File: src/rtl/arb_pkg.sv
// Shared types and helpers for the round-robin lock arbiter.
package arb_pkg;

  typedef enum logic {
    IDLE = 1'b0,
    BUSY = 1'b1
  } arb_state_t;

  localparam int N_REQ_DEF    = 4;
  localparam int MAX_HOLD_DEF = 8;

  // Bit width needed to hold an index in [0, n-1]; never less than one bit.
  function automatic int idx_w(input int n);
    return (n <= 2) ? 1 : $clog2(n);
  endfunction

endpackage

File: src/rtl/rr_priority_pick.sv
// Combinational round-robin pick: first set request at or after ptr_i,
// wrapping past the top index. Returns one-hot, index and "any" flag.
module rr_priority_pick import arb_pkg::*; #(
  parameter  int N_REQ = N_REQ_DEF,
  localparam int IW    = idx_w(N_REQ)
) (
  input  logic [N_REQ-1:0] req_i,
  input  logic [IW-1:0]    ptr_i,
  output logic [N_REQ-1:0] pick_o,
  output logic [IW-1:0]    idx_o,
  output logic             any_o
);

  localparam logic [IW:0] N_W = (IW+1)'(N_REQ);

  logic [2*N_REQ-1:0] dbl;
  logic [N_REQ-1:0]   rot;
  logic [IW-1:0]      off;
  logic [IW:0]        sum;
  logic               found;

  // Rotate the doubled vector so ptr_i lands at bit 0, find the lowest set
  // bit, then map the offset back to an absolute index modulo N_REQ.
  always_comb begin
    dbl   = {req_i, req_i} >> ptr_i;
    rot   = dbl[N_REQ-1:0];
    found = 1'b0;
    off   = '0;
    for (int i = 0; i < N_REQ; i++) begin
      if (!found && rot[i]) begin
        found = 1'b1;
        off   = IW'(i);
      end
    end
    sum = {1'b0, ptr_i} + {1'b0, off};
    if (sum >= N_W) begin
      sum = sum - N_W;
    end
    idx_o  = sum[IW-1:0];
    pick_o = found ? (N_REQ'(1) << sum[IW-1:0]) : '0;
    any_o  = found;
  end

endmodule

File: src/rtl/rr_lock_arbiter.sv
// Round-robin arbiter with grant locking. An owner keeps the grant while it
// holds its request; ownership rotates from the index after the last grant.
// Optional hold limit (define RR_LOCK_ARB_HOLD_LIMIT_EN) preempts an owner
// after MAX_HOLD consecutive cycles when another requester is waiting.
module rr_lock_arbiter import arb_pkg::*; #(
  parameter  int N_REQ    = N_REQ_DEF,
  parameter  int MAX_HOLD = MAX_HOLD_DEF,
  localparam int IW       = idx_w(N_REQ)
) (
  input  logic             clk,
  input  logic             rst,
  input  logic [N_REQ-1:0] requests,
  output logic [N_REQ-1:0] grants,
  output logic             grant_valid,
  output logic [IW-1:0]    grant_id
);

  localparam logic [IW-1:0] LAST_IDX = IW'(N_REQ - 1);

  if (N_REQ < 2 || N_REQ > 16) begin : g_bad_n_req
    $error("rr_lock_arbiter: N_REQ must be in 2..16");
  end
  if (MAX_HOLD < 1) begin : g_bad_max_hold
    $error("rr_lock_arbiter: MAX_HOLD must be at least 1");
  end

  arb_state_t       state_q, state_d;
  logic [N_REQ-1:0] grants_q, grants_d;
  logic             valid_q, valid_d;
  logic [IW-1:0]    id_q, id_d;
  logic [IW-1:0]    ptr_q, ptr_d;

  logic [N_REQ-1:0] pick;
  logic [IW-1:0]    pick_idx;
  logic             pick_any;
  logic             take_pick;

`ifdef RR_LOCK_ARB_HOLD_LIMIT_EN
  localparam int          HW       = idx_w(MAX_HOLD + 1);
  localparam logic [HW-1:0] HOLD_MAX = HW'(MAX_HOLD);
  logic [HW-1:0] hold_q, hold_d;
  logic          others_pending;
`endif

  rr_priority_pick #(
    .N_REQ (N_REQ)
  ) u_pick (
    .req_i  (requests),
    .ptr_i  (ptr_q),
    .pick_o (pick),
    .idx_o  (pick_idx),
    .any_o  (pick_any)
  );

  // Next-state: decide whether to keep, hand over, preempt or go idle.
  always_comb begin
    state_d   = state_q;
    grants_d  = grants_q;
    valid_d   = valid_q;
    id_d      = id_q;
    ptr_d     = ptr_q;
    take_pick = 1'b0;
`ifdef RR_LOCK_ARB_HOLD_LIMIT_EN
    hold_d         = hold_q;
    others_pending = |(requests & ~grants_q);
`endif
    case (state_q)
      IDLE: begin
        take_pick = pick_any;
      end
      BUSY: begin
        if (!requests[id_q]) begin
          // Release: hand over in the same edge, or fall idle.
          if (pick_any) begin
            take_pick = 1'b1;
          end else begin
            state_d  = IDLE;
            grants_d = '0;
            valid_d  = 1'b0;
            id_d     = '0;
          end
        end else begin
`ifdef RR_LOCK_ARB_HOLD_LIMIT_EN
          // Owner still requesting: count up, or preempt once the limit is
          // reached and someone else waits. The owner sits last in the scan
          // because ptr already points one past it.
          if (hold_q < HOLD_MAX) begin
            hold_d = hold_q + HW'(1);
          end else if (others_pending) begin
            take_pick = 1'b1;
          end
`endif
        end
      end
      default: begin
        state_d = IDLE;
      end
    endcase
    if (take_pick) begin
      state_d  = BUSY;
      grants_d = pick;
      valid_d  = 1'b1;
      id_d     = pick_idx;
      ptr_d    = (pick_idx == LAST_IDX) ? '0 : pick_idx + IW'(1);
`ifdef RR_LOCK_ARB_HOLD_LIMIT_EN
      hold_d   = HW'(1);
`endif
    end
  end

  // State and output registers with synchronous reset.
  always_ff @(posedge clk) begin
    if (rst) begin
      state_q  <= IDLE;
      grants_q <= '0;
      valid_q  <= 1'b0;
      id_q     <= '0;
      ptr_q    <= '0;
`ifdef RR_LOCK_ARB_HOLD_LIMIT_EN
      hold_q   <= '0;
`endif
    end else begin
      state_q  <= state_d;
      grants_q <= grants_d;
      valid_q  <= valid_d;
      id_q     <= id_d;
      ptr_q    <= ptr_d;
`ifdef RR_LOCK_ARB_HOLD_LIMIT_EN
      hold_q   <= hold_d;
`endif
    end
  end

  assign grants      = grants_q;
  assign grant_valid = valid_q;
  assign grant_id    = id_q;

endmodule

File: config.mk
export PLATFORM = sky130hd
export DESIGN_NAME = rr_lock_arbiter
export DESIGN_NICKNAME = d
export VERILOG_FILES = /design/src/rtl/arb_pkg.sv /design/src/rtl/rr_priority_pick.sv /design/src/rtl/rr_lock_arbiter.sv
export SDC_FILE = /design/constraint.sdc
export NUM_CORES = 1
export LEC_CHECK = 0
export BUFFER_PORTS_ARGS = -buffer_cell sky130_fd_sc_hd__buf_4
export CAP_MARGIN = 20
export CORE_AREA = 3 3 40 42
export DETAILED_ROUTE_END_ITERATION = 16
export DIE_AREA = 0 0 43 45
export PLACE_DENSITY_LB_ADDON = 0.3
export SKIP_LAST_GASP = 1
export SYNTH_ARGS = -nofsm -noshare
export SYNTH_HDL_FRONTEND = slang
export SYNTH_SLANG_ARGS = --single-unit
File: constraint.sdc
create_clock -name clk -period 5.9 [get_ports clk]
set_input_delay 0.295 -clock clk [delete_from_list [all_inputs] [get_ports clk]]
set_output_delay 0.295 -clock clk [all_outputs]
set_load 0.03 [all_outputs]
# After elaboration in Yosys (flattened, before gate mapping)
# Index checks and enable logic that the tools add are counted.
[totals] regBits=10 latch_bits=0 ramBits=0 rom_bits=0 wordCells=54 memories=0
[op_classes] add_sub_neg=3 multipliers=0 n_div=0 order_cmp=2 eq_ne=3 shift=2 mux=30 n_bitwise=1 reduce_logical=8
[ops] cell="4-bit 2-to-1 mux" n=5
[ops] cell="2-bit 2-to-1 mux" n=8
[ops] cell="1-bit 2-to-1 mux" n=15
[ops] cell="8-bit by 2-bit >> shifter with 4-bit output" n=1
[ops] cell="1-bit by 2-bit << shifter with 4-bit output, first input constant" n=1
[ops] cell="2-bit by 2-bit adder with 3-bit output" n=1
[ops] cell="3-bit >= comparator, second input constant" n=1
[ops] cell="1-bit logical AND" n=3
[ops] cell="1-bit logical NOT" n=3
[ops] cell="2-bit by 3-bit less-than comparator with 1-bit output, second input constant" n=1
[ops] cell="3-bit AND reduction" n=1
[ops] cell="2-bit by 1-bit adder with 2-bit output, second input constant" n=1
[ops] cell="1-bit binary-select mux with 2-bit select" n=1
[ops] cell="2-bit == test, second input constant" n=1
[ops] cell="2-bit by 1-bit inequality test with 1-bit output, second input constant" n=1
[ops] cell="2-bit inequality test, second input constant" n=1
[ops] cell="1-bit case mux with 2 select lines" n=1
[ops] cell="2-bit nonzero test" n=1
[ops] cell="2-bit by 1-bit subtractor with 2-bit output, second input constant" n=1
[ops] cell="1-bit inverter" n=1

# Longest topological paths before layout
[logic_depth] depth_word=17 ltp_mapped=12 depth_no_buf=12

# Cells and area by module
# From an unflattened synthesis, not the netlist that was laid out.
[unflattened] cells_unflattened=97 hier_area_um2=830.8
[by_module_without_submodules] module="rr_lock_arbiter" n_inst=1 cells_per_inst=57 area_per_inst_um2=553.0
[by_module_without_submodules] module="rr_priority_pick" n_inst=1 cells_per_inst=40 area_per_inst_um2=277.8

# Worst setup path after synthesis
# Ideal clock, no wire load.
[synth_path] path_kind="register -> register" start="register ptr_q[0]" end="register ptr_q[1]" arrival_ps=2093 t_required_ps=5772 setup_slack_ps=3679 stages_incl_launch_ff=11 n_path_buf=1 period_less_slack_ps=2221 cell_sequence="dfxtp_1 -> buf_2 -> or4_1 -> o211ai_1 -> ha_1 -> xnor2_1 -> xnor2_1 -> inv_1 -> ha_1 -> mux2i_1 -> nor2_1"
[synth_between] elab_chain_len=16 word_cells_on_any_way=24 cone_classes="add/sub (3); order compare (1); eq/ne (1); shift (1); mux (12); reduce/logical (6)"
[synth_lines] element="from (decl)" line_no="rr_lock_arbiter.sv:31" text="logic [IW-1:0] ptr_q, ptr_d;"
[synth_lines] element="from (signal assigned)" line_no="rr_lock_arbiter.sv:127" text="ptr_q <= ptr_d;"
[synth_lines] element="8-bit by 2-bit >> shifter with 4-bit output" line_no="rr_priority_pick.sv:25" text="dbl = {req_i, req_i} >> ptr_i;"
[synth_lines] element="1-bit 2-to-1 mux" line_no="rr_priority_pick.sv:30" text="if (!found && rot[i]) begin"
[synth_lines] element="1-bit logical NOT" line_no="rr_priority_pick.sv:30"
[synth_lines] element="1-bit logical AND" line_no="rr_priority_pick.sv:30"
[synth_lines] element="1-bit 2-to-1 mux" line_no="rr_priority_pick.sv:30"
[synth_lines] element="1-bit logical NOT" line_no="rr_priority_pick.sv:30"
[synth_lines] element="1-bit logical AND" line_no="rr_priority_pick.sv:30"
[synth_lines] element="1-bit 2-to-1 mux" line_no="rr_priority_pick.sv:30"
[synth_lines] element="1-bit logical NOT" line_no="rr_priority_pick.sv:30"
[synth_lines] element="1-bit logical AND" line_no="rr_priority_pick.sv:30"
[synth_lines] element="2-bit 2-to-1 mux" line_no="rr_priority_pick.sv:30"
[synth_lines] element="2-bit by 2-bit adder with 3-bit output" line_no="rr_priority_pick.sv:35" text="sum = {1'b0, ptr_i} + {1'b0, off};"
[synth_lines] element="3-bit >= comparator / 2-bit by 1-bit subtractor with 2-bit output (equally long branches)" line_no="rr_priority_pick.sv:36, rr_priority_pick.sv:37"
[synth_lines] element="2-bit 2-to-1 mux" line_no="rr_priority_pick.sv:36" text="if (sum >= N_W) begin"
[synth_lines] element="2-bit by 1-bit adder with 2-bit output / 2-bit == test (equally long branches)" line_no="rr_lock_arbiter.sv:104" text="ptr_d = (pick_idx == LAST_IDX) ? '0 : pick_idx + IW'(1);"
[synth_lines] element="2-bit 2-to-1 mux" line_no="rr_lock_arbiter.sv:104"
# Several ways; a longest one is shown, not always the timed one.
# A chain may end at the register's enable or synchronous reset.

# Final worst setup path
# Ends and elaborated chain as after synthesis.

==> impl_metrics.env <==
export IMPL_max_slew_margin_pct=73.69
export IMPL_ctsResizeCount=0
export IMPL_syn_area_um2=639.4
export IMPL_hpwlAfterDp_um=902.7
export IMPL_synth_compound_area_share_pct=20.94
export IMPL_leakagePower_nw=0.3403
export IMPL_design_area_um2=763.2
export IMPL_status="complete, no violations"
export IMPL_drive_above_1_share_pct=24.71
export IMPL_post_cts_buffers=0
export IMPL_yosysSeqAreaShare_pct=31.31
export IMPL_globalplace_congestion=0.7584
export IMPL_vias=554
export IMPL_final_hold_violation_count=0
export IMPL_synth_xor_area_share_pct=2.740
export IMPL_track_usage_pct=15.61
export IMPL_synth_top_cell_area_share_pct=31.31
export IMPL_port_buffers=12
export IMPL_synth_area_mux_share_pct=6.262
export IMPL_cts_sinks=10
export IMPL_clockRootBuffer="clkbuf_4"
export IMPL_io_pins=13
export IMPL_finalPower_uw=425.6
export IMPL_synth_warnings=0
export IMPL_grt_ovfl_total=0
export IMPL_layout_commonest_cell="nor2_1"
export IMPL_syn_to_final_growth_pct=19.37
export IMPL_ant_nets=0
export IMPL_hold_class="in2reg"
export IMPL_grt_pass1_vias=496
export IMPL_first_pass_iters=4
export IMPL_multi_input_area_um2=399.1
export IMPL_setup_viol=0
export IMPL_cp_end_kind="flip-flop"
export IMPL_die_h_um=45
export IMPL_critPathKind="reg2reg"
export IMPL_finalCriticalPeriod_ns=2.459
export IMPL_synth_top_family_by_area="simple AND/OR/NAND/NOR gates"
export IMPL_yosys_area_share_simple_pct=22.70
export IMPL_cts_buffer_depth=2
export IMPL_die_x_um=43
export IMPL_insertion_delay_ns=0.27
export IMPL_p_per_area_nw_per_um2=557.6
export IMPL_yosys_area_top_type="dfxtp_1"
export IMPL_cts_tree="done"
export IMPL_drc=0
export IMPL_max_cap_violations=0
export IMPL_rsz0062_at_grt="false"
export IMPL_fp_row_count=13
export IMPL_worst_pin_slew_ns=0.3942
export IMPL_ir_drop_mv=0.2741
export IMPL_fp_coreArea_um2=1285
export IMPL_drt_iter0_markers=13
export IMPL_ctsHoldBuffers=0
export IMPL_worstSetupStartpointType="flip-flop"
export IMPL_wl_per_cell_um=12.54
export IMPL_synth_area_per_cell_um2=8.758
export IMPL_n_antenna_cell=0
export IMPL_required_ns=6.07
export IMPL_antenna_found_initial=0
export IMPL_layout_nets=97
export IMPL_arrival_ns=2.63
export IMPL_nFillCells=125
export IMPL_synth_nets=84
export IMPL_placed_area_um2=726.9
export IMPL_fin_setup_tns_ns=0
export IMPL_cts_buffers=3
export IMPL_layout_common_cells="nor2_1, buf_4, dfxtp_1"
export IMPL_clock_skew_ns=0.001219
export IMPL_grt_start_max_net_pins=13
export IMPL_netlist_top_cells_area="dfxtp_1, ha_1, nor2_1"
export IMPL_vias_per_cell=5.540
export IMPL_initial_core_util_pct=49.76
export IMPL_grt_pass1_wl_um=2228
export IMPL_timing_final_crit_share_pct=41.67
export IMPL_clkSlewWorstSetupHoldPaths_ns=0.07
export IMPL_ys_ff_latch=10
export IMPL_die_area_um2=1935
export IMPL_synth_cell_types=27
export IMPL_regArea_um2=200.2
export IMPL_fmax_mhz=406.7
export IMPL_critPathMaxFanout=12
export IMPL_drv_slew=0
export IMPL_synth_fa_ha_area_share_pct=9.785
export IMPL_cts_max_level=1
export IMPL_wl_um=1254
export IMPL_syn_inst=73
-- logic make-up (layout without fill, tap and decap cells) --
family / after synthesis / after routing
AND/OR/NAND/NOR: 27 / 27
flip-flops: 10 / 10
multiplexers: 4 / 4
XOR/XNOR: 2 / 2
buffers and inverters: 9 / 21
AO/OA/AOI/OAI: 16 / 16
adder cells (fa/ha/maj): 5 / 5
-- path summary, 6_finish.rpt --
path,startpoint,to,slack (ns),depth (start not counted)
max reg2reg,ptr_q[0]$_SDFFE_PP0P_,ptr_q[1]$_SDFFE_PP0P_,3.44,10
min reg2reg,state_q$_SDFF_PP0_,grant_valid$_SDFFE_PP0P_,0.49,1
max,ptr_q[0]$_SDFFE_PP0P_,ptr_q[1]$_SDFFE_PP0P_,3.44,10
min,rst,grant_valid$_SDFFE_PP0P_,0.27,2
-- sequential cells by signal, indices dropped and copies added, names as in the netlist --
| name | cells |
|---|---|
| state_q | 1 |
| ptr_q | 2 |
| grant_id | 2 |
| grant_valid | 1 |
| grants | 4 |
-- synthesized netlist by cell type (all sizes together) --
cell    number
or4          1
a32oi        1
dfxtp       10
o211ai       2
a311oi       1
nand2b       4
mux2i        4
o22ai        2
nand2        2
a22oi        5
xnor2        2
ha           5
buf          4
nor3         1
a211oi       1
o32ai        2
nor2        17
nor4         1
inv          5
nand3        1
a21o         1
o311a        1
-- area by class of cell --
type / count / area share [%]
multi-input cells: 54 / 52.30
inverters: 5 / 2.459
clock buffers: 4 / 4.754
flip-flops and latches: 10 / 26.23
well taps: 15 / 2.459
repair buffers: 12 / 11.80
-- through the flow --
step | hold WS (ns) | utilization (%) | std cells | setup WS (ns)
after global routing | 0.2711 | 59.40 | 100 | 3.196
after global placement | 0.4805 | 56.57 | 96 | 3.614
after CTS | 0.2607 | 59.40 | 100 | 3.433
final | 0.2651 | 59.40 | 100 | 3.441
after detailed placement | 0.4842 | 56.57 | 96 | 3.459
after floorplan | 0.4605 | - | 73 | 3.679
-- critical path, stage by stage, from the launching register on --
cell and delay, ns:
dfxtp_1 0.56, nor3_1 0.11, a311oi_1 0.29, o211ai_1 0.13, ha_1 0.21, xnor2_1 0.14
xnor2_1 0.31, inv_1 0.13, ha_1 0.29, mux2i_1 0.14, nor2_1 0.05
-- power by group --
group	switching (mW)	internal, mW	total [mW]
Combinational	0.134	0.107	0.242
Clock	0.0247	0.0375	0.0622
Sequential	0.0288	0.0930	0.122
-- per-layer routing --
metal / routed length [um] / up-vias / global-route usage [%]
met5: 0 / - / 0
met4: 31 / 0 / 10.84
met3: 87 / 5 / 3.586
met2: 560 / 15 / 23.05
met1: 575 / 250 / 20.15
li1: - / 284 / -
Note: power is estimated with default switching activity, not from simulation.
